[config.mk]
export PLATFORM = sky130hd
export DESIGN_NAME = bustap_trig_ctrl
export DESIGN_NICKNAME = d
export VERILOG_FILES = /design/src/rtl/bustap_pkg.sv /design/src/rtl/bustap_cfg_sync.sv /design/src/rtl/bustap_trig_ctrl.sv
export SDC_FILE = /design/constraint.sdc
export NUM_CORES = 1
export LEC_CHECK = 0
export ABC_AREA = 1
export ABC_CLOCK_PERIOD_IN_PS = 7640
export BUFFER_PORTS_ARGS = -buffer_cell sky130_fd_sc_hd__buf_2
export CORE_ASPECT_RATIO = 1.2
export CORE_MARGIN = 10
export CORE_UTILIZATION = 45
export CTS_CLUSTER_DIAMETER = 120
export DETAILED_ROUTE_END_ITERATION = 8
export PLACE_DENSITY_LB_ADDON = 0.1
export SLEW_MARGIN = 25
export SYNTH_ARGS = -nofsm -noshare
export SYNTH_HDL_FRONTEND = slang
export SYNTH_HIERARCHICAL = 1
export SYNTH_SLANG_ARGS = --single-unit
[constraint.sdc]
create_clock -name clk -period 7.64 [get_ports clk]
set_clock_uncertainty 0.05 [all_clocks]
set_input_delay 0.764 -clock clk [delete_from_list [all_inputs] [get_ports clk]]
set_output_delay 0.764 -clock clk [all_outputs]
set_load 0.02 [all_outputs]
[src/rtl/bustap_pkg.sv]
// Shared definitions for the bus tap trigger sequencer: FSM state
// encodings, trigger word field positions and small helpers that pick
// fields out of the accepted trigger word.
package bustap_pkg;

  typedef enum logic [1:0] {
    ST_IDLE  = 2'd0,
    ST_ARMED = 2'd1,
    ST_POST  = 2'd2,
    ST_DONE  = 2'd3
  } state_t;

  localparam int CFG_ARM      = 31;
  localparam int CFG_FORCE    = 30;
  localparam int CFG_POST_HI  = 29;
  localparam int CFG_POST_LO  = 16;
  localparam int CFG_MATCH_HI = 15;
  localparam int CFG_MATCH_LO = 0;

  localparam int POST_W  = CFG_POST_HI - CFG_POST_LO + 1;
  localparam int MATCH_W = CFG_MATCH_HI - CFG_MATCH_LO + 1;

  // Stability counter width; wide enough for STABLE_CYC up to 15.
  localparam int STAB_CNT_W = 4;

  // Post-trigger transaction count field of a trigger word.
  function automatic logic [POST_W-1:0] post_field(input logic [31:0] cfg);
    return cfg[CFG_POST_HI:CFG_POST_LO];
  endfunction

  // Address match field of a trigger word.
  function automatic logic [MATCH_W-1:0] match_field(input logic [31:0] cfg);
    return cfg[CFG_MATCH_HI:CFG_MATCH_LO];
  endfunction

endpackage

[src/rtl/bustap_cfg_sync.sv]
// Brings the JTAG-side trigger word into the clk domain. Every bit goes
// through a two-flop synchronizer, and the word is only accepted once the
// synchronized value has held steady long enough that a multi-bit update
// cannot be caught half-way through.
module bustap_cfg_sync
  import bustap_pkg::*;
#(
  parameter int TRIG_W     = 32,
  parameter int STABLE_CYC = 4
) (
  input  logic              clk,
  input  logic              rst,
  input  logic [TRIG_W-1:0] trig_cfg,
  output logic [TRIG_W-1:0] cfg_q,
  output logic              cfg_load
);

  // The counter saturates at CNT_MAX so a steady word is loaded once; the
  // load fires on the edge where the counter steps onto CNT_MAX.
  localparam logic [STAB_CNT_W-1:0] CNT_MAX  = STAB_CNT_W'(STABLE_CYC - 1);
  localparam logic [STAB_CNT_W-1:0] CNT_LOAD = STAB_CNT_W'(STABLE_CYC - 2);

  logic [TRIG_W-1:0]     sync1;
  logic [TRIG_W-1:0]     sync2;
  logic [TRIG_W-1:0]     prev;
  logic [STAB_CNT_W-1:0] stab_cnt;
  logic                  same;
  logic                  load;

  assign same = (sync2 == prev);
  assign load = same && (stab_cnt == CNT_LOAD);

  // Two-flop synchronizer plus a one-cycle history of the synchronized word.
  always_ff @(posedge clk or posedge rst) begin
    if (rst) begin
      sync1 <= '0;
      sync2 <= '0;
      prev  <= '0;
    end else begin
      sync1 <= trig_cfg;
      sync2 <= sync1;
      prev  <= sync2;
    end
  end

  // Count consecutive identical synchronized samples; any change restarts.
  always_ff @(posedge clk or posedge rst) begin
    if (rst) begin
      stab_cnt <= '0;
    end else if (!same) begin
      stab_cnt <= '0;
    end else if (stab_cnt != CNT_MAX) begin
      stab_cnt <= stab_cnt + STAB_CNT_W'(1);
    end
  end

  // Accept the word once it has proven stable; cfg_load marks the update.
  always_ff @(posedge clk or posedge rst) begin
    if (rst) begin
      cfg_q    <= '0;
      cfg_load <= 1'b0;
    end else begin
      cfg_load <= load;
      if (load) begin
        cfg_q <= sync2;
      end
    end
  end

endmodule

[src/rtl/bustap_trig_ctrl.sv]
// Trigger sequencer for the bus tap capture path. Arms on a rising edge of
// the accepted arm bit, captures pre-trigger traffic circularly, triggers on
// an address match or forced trigger, captures a programmed number of
// post-trigger transactions and then freezes the capture buffer.
module bustap_trig_ctrl
  import bustap_pkg::*;
#(
  parameter int TRIG_W     = 32,
  parameter int ADDR_W     = 32,
  parameter int PTR_W      = 10,
  parameter int STABLE_CYC = 4
) (
  input  logic              clk,
  input  logic              rst,
  input  logic [TRIG_W-1:0] trig_cfg,
  input  logic              bus_wr,
  input  logic              bus_rd,
  input  logic [ADDR_W-1:0] bus_addr,
  input  logic [PTR_W-1:0]  cap_wptr,
  output logic              cap_wr,
  output logic              trig_hit,
  output logic [PTR_W-1:0]  trig_ptr,
  output logic              done,
  output logic [1:0]        state
);

  logic [TRIG_W-1:0] cfg_q;
  logic              cfg_load;
  state_t            state_q;
  logic [POST_W-1:0] post_cnt;
  logic              arm_prev;
  logic              arm;
  logic              arm_rise;
  logic              txn;
  logic              match;
  logic              trigger;
  logic              unused_ok;

  bustap_cfg_sync #(
    .TRIG_W     (TRIG_W),
    .STABLE_CYC (STABLE_CYC)
  ) u_cfg_sync (
    .clk      (clk),
    .rst      (rst),
    .trig_cfg (trig_cfg),
    .cfg_q    (cfg_q),
    .cfg_load (cfg_load)
  );

  // Upper address bits and the load strobe are not needed by the sequencer.
  assign unused_ok = ^{bus_addr[ADDR_W-1:MATCH_W], cfg_load};

  assign arm      = cfg_q[CFG_ARM];
  assign arm_rise = arm && !arm_prev;
  assign txn      = bus_wr | bus_rd;
  assign match    = txn && (bus_addr[MATCH_W-1:0] == match_field(cfg_q));
  // Match and force collapse into a single trigger condition, so both in
  // the same cycle still produce just one trigger.
  assign trigger  = match || (cfg_q[CFG_FORCE] && txn);

  assign state = state_q;

  // Capture every transaction while armed or collecting post-trigger data;
  // this is combinational so the write lands in the transaction's own cycle.
  always_comb begin
    cap_wr = 1'b0;
    if ((state_q == ST_ARMED) || (state_q == ST_POST)) begin
      cap_wr = txn;
    end
  end

  // Sequencer FSM with registered status outputs.
  always_ff @(posedge clk or posedge rst) begin
    if (rst) begin
      state_q  <= ST_IDLE;
      arm_prev <= 1'b0;
      trig_hit <= 1'b0;
      trig_ptr <= '0;
      done     <= 1'b0;
      post_cnt <= '0;
    end else begin
      arm_prev <= arm;
      trig_hit <= 1'b0;
      case (state_q)
        ST_IDLE: begin
          done <= 1'b0;
          if (arm_rise) begin
            state_q <= ST_ARMED;
          end
        end
        ST_ARMED: begin
          if (!arm) begin
            state_q <= ST_IDLE;
          end else if (trigger) begin
            trig_hit <= 1'b1;
            trig_ptr <= cap_wptr;
            post_cnt <= post_field(cfg_q);
            if (post_field(cfg_q) == '0) begin
              state_q <= ST_DONE;
              done    <= 1'b1;
            end else begin
              state_q <= ST_POST;
            end
          end
        end
        ST_POST: begin
          if (!arm) begin
            state_q <= ST_IDLE;
          end else if (txn) begin
            post_cnt <= post_cnt - POST_W'(1);
            if (post_cnt == POST_W'(1)) begin
              state_q <= ST_DONE;
              done    <= 1'b1;
            end
          end
        end
        ST_DONE: begin
          if (!arm) begin
            state_q <= ST_IDLE;
            done    <= 1'b0;
          end
        end
        default: begin
          state_q <= ST_IDLE;
          done    <= 1'b0;
        end
      endcase
    end
  end

endmodule

==> out/metrics.csv, run 1 <==
metric,value,unit
grt ovf,0,
ANT nets after route,0,
pin count of the biggest net entering global routing,69,
Worst Setup SP,u_cfg_sync/sync2[19],
die area,20000,µm²
slew at the pin closest to its max-slew limit,932,ps
Top Family by Delay on Critical Path,simple AND/OR/NAND/NOR gates,
Synth Instances,692,
post-synth design cell area,6630,µm²
YS warnings,6,
GRT Util Overall,0.144,
root buffer cell,clkbuf_16,
Hold Path Class,reg -> reg,
CTS tree,done,
"Hold Vio Cnt, Final",0,
vias in the first global route,4738,
First-pass DRT Iterations,5,
Maximum Capacitance Violations,0,
Rows,48,
CP max stage delay,740,ps
clk buf depth,2,
final slew viol count,0,
DRT Wirelength,13.4,mm
postcts setup bufs,0,
Worst R2R End,u_cfg_sync/cfg_q[18],
status,finished clean,
r2r setup slk,5010,ps
DIE HEIGHT,153,µm
Worst VDD drop,0.000170,V
routed vias,4650,
most frequent cell on the critical path,nand2_1,
clock latency on the worst-skew pair,420,ps
Placed Cells,926,
core area,14400,µm²
R2R cell count,10,
design area,7730,µm²
crit-path cells,"inv_1, nand2_1, nand2_1, nand2_1, nor2_1, nand2_1, nor2_4, nand3_4, nand2_1, nand2_1",
clock sink count,161,
initial antenna violation count,0,
DP Wirelength,9.20,mm
Worst-path clk slew,60,ps
Layout Nets,857,
number of buffers and inverters on the critical path,1,
Worst path slowest cell,nor2_4,
setup violators final,0,
Reg-to-Reg Start,u_cfg_sync/sync2[19],
LEAKAGE,3.98,nW
pwr/cell area,239,nW/µm²
crit path launch type,flip-flop,
RSZ-0062 raised after global routing,false,
post-cts resize count,0,
"Cell Count, Final, Fillers Out",957,
relative max-transition margin,0.377,
n_diodes,0,
"Worst Setup Slack, final",5010,ps
setup TNS,0,ps
placed inst area,7120,µm²
chip width,131,µm
syn_nets,779,
fin crit share,0.345,
setup slack after placement,5000,ps
stages on the worst setup path,10,
Inserted Clock Buffers,17,
CP Capture Point,u_cfg_sync/cfg_q[18],
Critical Path RT,7890,ps
vias per inst,4.86,
Crit Path Class,reg -> reg,
routed length per instance,14.0,µm
layout cells sized above 1,0.179,
Max Clk Rate,0.380,GHz
first-pass GRT wire length,23.2,mm
fin util,0.537,
syn avg cell area,9.58,µm²
io pins,93,
remaining routing DRC violations,0,
routability cong.,0.779,
Worst Path Arrival,2890,ps
Area growth syn-to-layout,16.7,%
1st-iter DRT viols,286,
htree depth,4,
endpoint type of the worst setup path,flip-flop,
Initial Utilization,0.460,
CP Max Fanout,34,
minimum clock period after layout,2630,ps
cts hold-fix bufs,0,
I/O Buffers,76,
-- registers in the layout, summed over array words and instances, names as in the netlist --
name,count
trig_ptr,10
u_cfg_sync/sync2,32
u_cfg_sync/sync1,32
u_cfg_sync/cfg_q,32
u_cfg_sync/stab_cnt,4
trig_hit,1
post_cnt,14
done,1
u_cfg_sync/prev,32
state,2
arm_prev,1
-- where the power goes --
group | switching [W] | internal, W | total [W]
Sequential | 0.0000164 | 0.000882 | 0.000898
Clock | 0.000348 | 0.000528 | 0.000876
Combinational | 0.0000435 | 0.0000300 | 0.0000735
Total | 0.000408 | 0.00144 | 0.00185
-- metrics by stage --
step                      hold WS, ps  total power [W]
after global placement            281         0.000987
final                             298          0.00185
after global routing              302          0.00192
after floorplan                   281         0.000954
after CTS                         297          0.00188
after detailed placement          285         0.000991
-- how the worst min path moves through the flow --
| stage | startpoint | slack (ps) | cells after the start | end |
|---|---|---|---|---|
| floorplan | u_cfg_sync/sync1[0] | 280 | 0 | u_cfg_sync/sync2[0] |
| global placement | u_cfg_sync/sync1[6] | 280 | 0 | u_cfg_sync/sync2[6] |
| detailed placement | u_cfg_sync/sync1[3] | 280 | 0 | u_cfg_sync/sync2[3] |
| CTS | u_cfg_sync/sync1[6] | 300 | 0 | u_cfg_sync/sync2[6] |
| global route | u_cfg_sync/sync1[29] | 300 | 0 | u_cfg_sync/sync2[29] |
| finish | u_cfg_sync/sync1[29] | 300 | 0 | u_cfg_sync/sync2[29] |
-- layer usage --
layer	share of wire	vias up	wire length, µm	GRT usage
met4	0.014	0	194	0.0546
met1	0.45	2226	5980	0.178
met2	0.50	88	6670	0.233
met3	0.040	14	541	0.0405
li1	-	2322	-	-
met5	0	-	0	0
-- layout make-up --
| type | count | area, µm² |
|---|---|---|
| Clock buffer | 18 | 439 |
| Clock inverter | 13 | 178 |
| Fill cell | 1344 | 6680 |
| Inverter | 75 | 284 |
| Multi-Input combinational cell | 436 | 2180 |
| Sequential cell | 161 | 4030 |
| Tap cell | 175 | 219 |
| Timing Repair Buffer | 79 | 403 |
-- cell usage in the layout (no fill, tap or decap), drive strengths merged, types with 2 or more instances in the layout --
cell,instances
o21ai,35
a31oi,2
nand2,231
xor2,6
clkbuf,18
ha,9
nand3,14
or2,2
bufinv,3
xnor2,23
dfrtp,161
a21oi,8
nand4,34
clkinvlp,2
nand3b,2
buf,79
o22ai,5
inv,79
nor2,60
clkinv,4
Power figures use the tool's default switching activity.
==> inputs of run 2 (changes only) <==
--- a/config.mk
+++ b/config.mk
@@ -6,7 +6,7 @@
 export NUM_CORES = 1
 export LEC_CHECK = 0
 export ABC_AREA = 1
-export ABC_CLOCK_PERIOD_IN_PS = 7640
+export ABC_CLOCK_PERIOD_IN_PS = 2700
 export BUFFER_PORTS_ARGS = -buffer_cell sky130_fd_sc_hd__buf_2
 export CORE_ASPECT_RATIO = 1.2
 export CORE_MARGIN = 10
==> constraint.sdc (replaced) <==
create_clock -name clk -period 2.7 [get_ports clk]
set_clock_uncertainty 0.05 [all_clocks]
set_input_delay 0.27 -clock clk [delete_from_list [all_inputs] [get_ports clk]]
set_output_delay 0.27 -clock clk [all_outputs]
set_load 0.02 [all_outputs]
==> run 2 against run 1 <==
Power increased to 2.8 times the previous value. Utilization grew 3.2 points. Register-to-register slack got worse by 4500 ps. Final cell count increased by 5.3%. Flip-flop and latch count unchanged. Worst setup slack worse by 4500 ps. Die area stayed put. Critical path depth did not move. Largest power group unchanged.
==> out/metrics.csv, run 2 (same netlist as run 1, synthesis figures left out) <==
metric,value,unit,change
Critical Path RT,2960,ps,-4930 ps
crit path launch type,flip-flop,,
Worst VDD drop,0.000531,V,+210%
Maximum Capacitance Violations,0,,unchanged
core area,14400,µm²,unchanged
CP Max Fanout,32,,-5.9%
setup violators final,0,,unchanged
Area growth syn-to-layout,23.8,%,
setup TNS,0,ps,unchanged
minimum clock period after layout,2150,ps,-487 ps
Worst Setup SP,u_cfg_sync/sync2[29],,
vias in the first global route,4944,,+4.3%
post-cts resize count,0,,unchanged
layout filler cell count,1290,,-4.0%
1st-iter DRT viols,258,,-9.8%
fin crit share,0.795,,+0.450
I/O Buffers,76,,unchanged
LEAKAGE,4.18,nW,+5.1%
vias per inst,4.72,,-2.9%
Hold Path Class,reg -> reg,,
"leading cell types in the layout, fill and taps excluded","229 x nand2_1, 161 x dfrtp_1, 76 x buf_2, 73 x inv_1, 52 x nor2_1",,
endpoint type of the worst setup path,flip-flop,,
first-pass GRT wire length,23.0,mm,-0.62%
Initial Utilization,0.460,,unchanged
status,finished clean,,
htree depth,4,,unchanged
root buffer cell,clkbuf_16,,
DRT Wirelength,13.5,mm,+0.69%
clock latency on the worst-skew pair,420,ps,about the same
worst hold path cell count,0,,unchanged
io pins,93,,unchanged
chip width,131,µm,unchanged
max layer used,met4,,
postcts setup bufs,0,,unchanged
clock sink count,161,,unchanged
Worst R2R End,u_cfg_sync/cfg_q[20],,
WL met1,5.85,mm,-2.3%
"commonest non-fill, non-tap cell in the layout",nand2_1,,
RSZ-0062 raised after global routing,false,,
"Hold Vio Cnt, Final",0,,unchanged
Worst-path clk slew,60,ps,about the same
n_diodes,0,,unchanged
CTS tree,done,,
First-pass DRT Iterations,4,,-1
routability cong.,0.796,,+2.2%
fin util,0.569,,+0.0325
met2 WL post-DR,6.74,mm,+1.1%
routed vias,4754,,+2.2%
Inserted Clock Buffers,17,,unchanged
FF+latch area,4030,µm²,unchanged
Crit Path Class,reg -> reg,,
CP Capture Point,u_cfg_sync/cfg_q[20],,
initial antenna violation count,0,,unchanged
multi-input logic area,2180,µm²,unchanged
r2r setup slk,550,ps,-4450 ps
relative max-transition margin,0.607,,+0.229
die area,20000,µm²,unchanged
DIE HEIGHT,153,µm,unchanged
DP Wirelength,9.47,mm,+3.0%
layout cells sized above 1,0.178,,-0.00136
Rows,48,,unchanged
slew at the pin closest to its max-slew limit,589,ps,-343 ps
routed length per instance,13.4,µm,-4.4%
R2R cell count,10,,unchanged
clk buf depth,2,,unchanged
pin count of the biggest net entering global routing,55,,-20%
remaining routing DRC violations,0,,unchanged
final slew viol count,0,,unchanged
ANT nets after route,0,,unchanged
Reg-to-Reg Start,u_cfg_sync/sync2[29],,
Max Clk Rate,0.466,GHz,+23%
Worst Path Arrival,2400,ps,-490 ps
metal3 WL,598,µm,+11%
Layout Nets,907,,+5.8%
pwr/cell area,627,nW/µm²,+160%
grt ovf,0,,unchanged
GRT Util Overall,0.144,,-0.000433
## run 2: cell types whose count changed in the layout (fill, tap and decap cells not counted), sizes merged
cell | previous run | this run
bufinv | 3 | 1
dlygate4sd3 | 0 | 43
buf | 79 | 86
clkinv | 4 | 3
clkinvlp | 2 | 4
clkbuf | 18 | 20
## run 2: what timing repair did
action,in CTS,in global routing
hold buffers,43,0
endpoints found under the setup margin,0,0
endpoints found under the hold margin,71,0
## run 2: how the worst min path moves through the flow
| stage | from | end | slack (ps) |
|---|---|---|---|
| after global routing | u_cfg_sync/sync1[1] | u_cfg_sync/sync2[1] | 300 |
| after global placement | rst | arm_prev | 200 |
| after detailed placement | rst | post_cnt[0] | 200 |
| after floorplan | trig_cfg[0] | u_cfg_sync/sync1[0] | 250 |
| after CTS | rst | post_cnt[2] | 290 |
| final | u_cfg_sync/sync1[5] | u_cfg_sync/sync2[5] | 300 |
## run 2: layer usage
| metal | track usage | up-vias |
|---|---|---|
| met2 | 0.238 | 101 |
| met5 | 0 | - |
| met1 | 0.172 | 2210 |
| met4 | 0.0642 | 0 |
| li1 | - | 2422 |
| met3 | 0.0367 | 21 |
## run 2: stage by stage
stage	hold slack, ps	cell area (µm²)	cells	setup WS [ps]	power [W]
after floorplan	251	6630	692	743	0.00270
after global placement	196	7180	933	564	0.00280
after detailed placement	198	7180	933	520	0.00281
after CTS	292	8200	1008	507	0.00522
after global routing	302	8200	1008	307	0.00537
final	297	8200	1008	555	0.00514
## run 2: critical path, cell delays in order, from the launching register on
cell and delay, ps:
dfrtp_1 430, inv_1 70, nand2_1 50, nand2_1 50, nand2_1 40, nor2_1 140
nand2_1 130, nor2_4 390, nand3_4 430, nand2_1 180, nand2_1 70
## run 2: power breakdown
part           internal (W)  switching [W]  leakage [nW]
clock network       0.00136       0.000980         0.282
registers           0.00250      0.0000481          2.01
logic              0.000129       0.000131          1.89
total               0.00399        0.00116          4.18
## run 2: cell type report
cell class / instances / share of cell area
clock buffers: 20 / 0.0569
clock inverters: 12 / 0.0148
inverters: 75 / 0.0348
multi-input cells: 436 / 0.266
flip-flops and latches: 161 / 0.491
well taps: 175 / 0.0267
repair buffers: 129 / 0.110
==> inputs of run 3 (changes only) <==
--- a/config.mk
+++ b/config.mk
@@ -5,8 +5,8 @@
 export SDC_FILE = /design/constraint.sdc
 export NUM_CORES = 1
 export LEC_CHECK = 0
-export ABC_AREA = 1
-export ABC_CLOCK_PERIOD_IN_PS = 2700
+export ABC_AREA = 0
+export ABC_CLOCK_PERIOD_IN_PS = 2200
 export BUFFER_PORTS_ARGS = -buffer_cell sky130_fd_sc_hd__buf_2
 export CORE_ASPECT_RATIO = 1.2
 export CORE_MARGIN = 10
==> constraint.sdc (replaced) <==
create_clock -name clk -period 2.2 [get_ports clk]
set_clock_uncertainty 0.05 [all_clocks]
set_input_delay 0.22 -clock clk [delete_from_list [all_inputs] [get_ports clk]]
set_output_delay 0.22 -clock clk [all_outputs]
set_load 0.02 [all_outputs]
==> run 3 against run 2 <==
Combinational power increased by 3%. Fmax decreased by 0.53%. Routed wire length shrank 8.8%. Synthesized cell count fell by 38%. Non-clock buffer count grew 24. Largest cell class unchanged. Highest routed layer unchanged. Largest power group unchanged. Clock power grew 25%. Worst setup slack worse by 510 ps. Final area about the same. Sequential power increased by 22%. First-iteration DRC count shrank 39%. Critical path type unchanged.
==> out/metrics.csv, run 3 <==
metric,value,unit,change
postcts setup bufs,0,,unchanged
Max Clk Rate,0.464,GHz,-0.53%
io pins,93,,unchanged
fin crit share,0.980,,+0.186
slew at the pin closest to its max-slew limit,467,ps,-122 ps
Worst Path Arrival,2400,ps,about the same
number of buffers and inverters on the critical path,2,,+1
Maximum Capacitance Violations,0,,unchanged
routability cong.,0.842,,+5.9%
clock sink count,161,,unchanged
ANT nets after route,0,,unchanged
LEAKAGE,3.92,nW,-6.3%
crit path launch type,flip-flop,,
"Hold Vio Cnt, Final",0,,unchanged
setup violators final,0,,unchanged
pwr/cell area,767,nW/µm²,+22%
n_diodes,0,,unchanged
"leading cell types in the layout, fill and taps excluded","161 x dfrtp_1, 76 x buf_2, 43 x dlygate4sd3_1, 32 x xnor2_1, 30 x mux2_4",,
worst hold slack,294,ps,-2.49 ps
routed length per instance,15.9,µm,+19%
"commonest non-fill, non-tap cell in the layout",dfrtp_1,,
CP max stage delay,400,ps,-30 ps
CP Max Fanout,13,,-59%
chip width,128,µm,-2.1%
crit-path cells,"xor2_1, nor4_2, buf_4, a41oi_4, buf_4, a21oi_2, mux2_2",,
Layout Nets,678,,-25%
core area,13800,µm²,-4.5%
Area growth syn-to-layout,30.1,%,
RSZ-0062 raised after global routing,true,,
I/O Buffers,76,,unchanged
GRT Util Overall,0.134,,-0.00969
DIE HEIGHT,150,µm,-2.1%
CTS tree,done,,
"Worst Setup Slack, final",43.4,ps,-511 ps
Worst VDD drop,0.000587,V,+11%
vias in the first global route,4307,,-13%
Synth Instances,432,,-38%
vias per inst,5.06,,+7.2%
status,finished clean,,
Worst path slowest cell,dfrtp_1,,
relative max-transition margin,0.685,,+0.0788
syn_nets,519,,-33%
Initial Utilization,0.458,,-0.00128
routed vias,3918,,-18%
final slew viol count,0,,unchanged
clock latency on the worst-skew pair,410,ps,about the same
Top Family by Delay on Critical Path,buffers and inverters,,
pin count of the biggest net entering global routing,64,,+16%
first-pass GRT wire length,20.9,mm,-9.3%
die area,19200,µm²,-4.1%
minimum clock period after layout,2160,ps,+11.4 ps
most frequent cell on the critical path,buf_4,,
DRT Wirelength,12.3,mm,-8.8%
Worst-path clk slew,60,ps,about the same
layout cells sized above 1,0.334,,+0.157
YS warnings,6,,unchanged
remaining routing DRC violations,0,,unchanged
1st-iter DRT viols,157,,-39%
root buffer cell,clkbuf_16,,
Inserted Clock Buffers,17,,unchanged
DP Wirelength,8.53,mm,-10%
endpoint type of the worst setup path,flip-flop,,
post-synth design cell area,6310,µm²,-4.8%
Crit Path Class,reg -> reg,,
Critical Path RT,2450,ps,-510 ps
grt ovf,0,,unchanged
First-pass DRT Iterations,4,,unchanged
Rows,47,,-2.1%
Hold Path Class,reg -> reg,,
initial antenna violation count,0,,unchanged
clk buf depth,2,,unchanged
setup slack after placement,-149,ps,-669 ps
syn avg cell area,14.6,µm²,+53%
htree depth,4,,unchanged
run 3: power by group:
| group | internal, W | switching, W |
|---|---|---|
| logic | 0.000151 | 0.000117 |
| registers | 0.00305 | 0.0000515 |
| clock network | 0.00177 | 0.00115 |
run 3: what timing repair did:
item	in CTS	in global routing
hold buffers	43	0
pin swaps	1	4
endpoints found under the hold margin	85	0
gates resized for setup	5	10
setup endpoints to repair	26	54
run 3: layer usage:
metal | part of all wire | global-route usage
met3 | 0.056 | 0.0442
met2 | 0.51 | 0.220
met4 | 0.0069 | 0.0445
met5 | 0 | 0
met1 | 0.43 | 0.164
run 3: path summary, 6_finish.rpt:
check | start | endpoint | slack, ps | cells past startpoint
setup / recovery | u_cfg_sync/cfg_q[9] | post_cnt[8] | 40 | 7
hold reg to reg | u_cfg_sync/sync1[28] | u_cfg_sync/sync2[28] | 290 | 0
setup reg to reg | u_cfg_sync/cfg_q[9] | post_cnt[8] | 40 | 7
min in group asynchronous | rst | u_cfg_sync/sync2[18] | 320 | 3
hold / removal | u_cfg_sync/sync1[28] | u_cfg_sync/sync2[28] | 290 | 0
max in group asynchronous | rst | u_cfg_sync/sync1[11] | 1140 | 4
run 3: area by class of cell:
type	instances	area [µm²]
inverters	15	60.1
well taps	171	214
clock inverters	11	129
flip-flops and latches	161	4030
clock buffers	21	470
fillers	1071	5560
multi-input cells	243	2200
repair buffers	153	1100
run 3: per-stage QoR:
stage	instance area, µm²	power (W)	util	TNS [ps]	instances
2_1_floorplan	6310	0.00326	-	0	432
3_3_place_gp	7090	0.00336	0.515	-1680	700
3_5_place_dp	7090	0.00337	0.515	-2060	700
4_1_cts	8160	0.00639	0.593	-175	775
5_1_grt	8210	0.00655	0.596	-1300	775
6_report	8210	0.00629	0.596	0	775
run 3: worst reg2reg max path: stages, from the launching register on:
cell and delay [ps]:
dfrtp_1 400, xor2_1 170, nor4_2 320, buf_4 180, a41oi_4 140, buf_4 250, a21oi_2 200, mux2_2 350
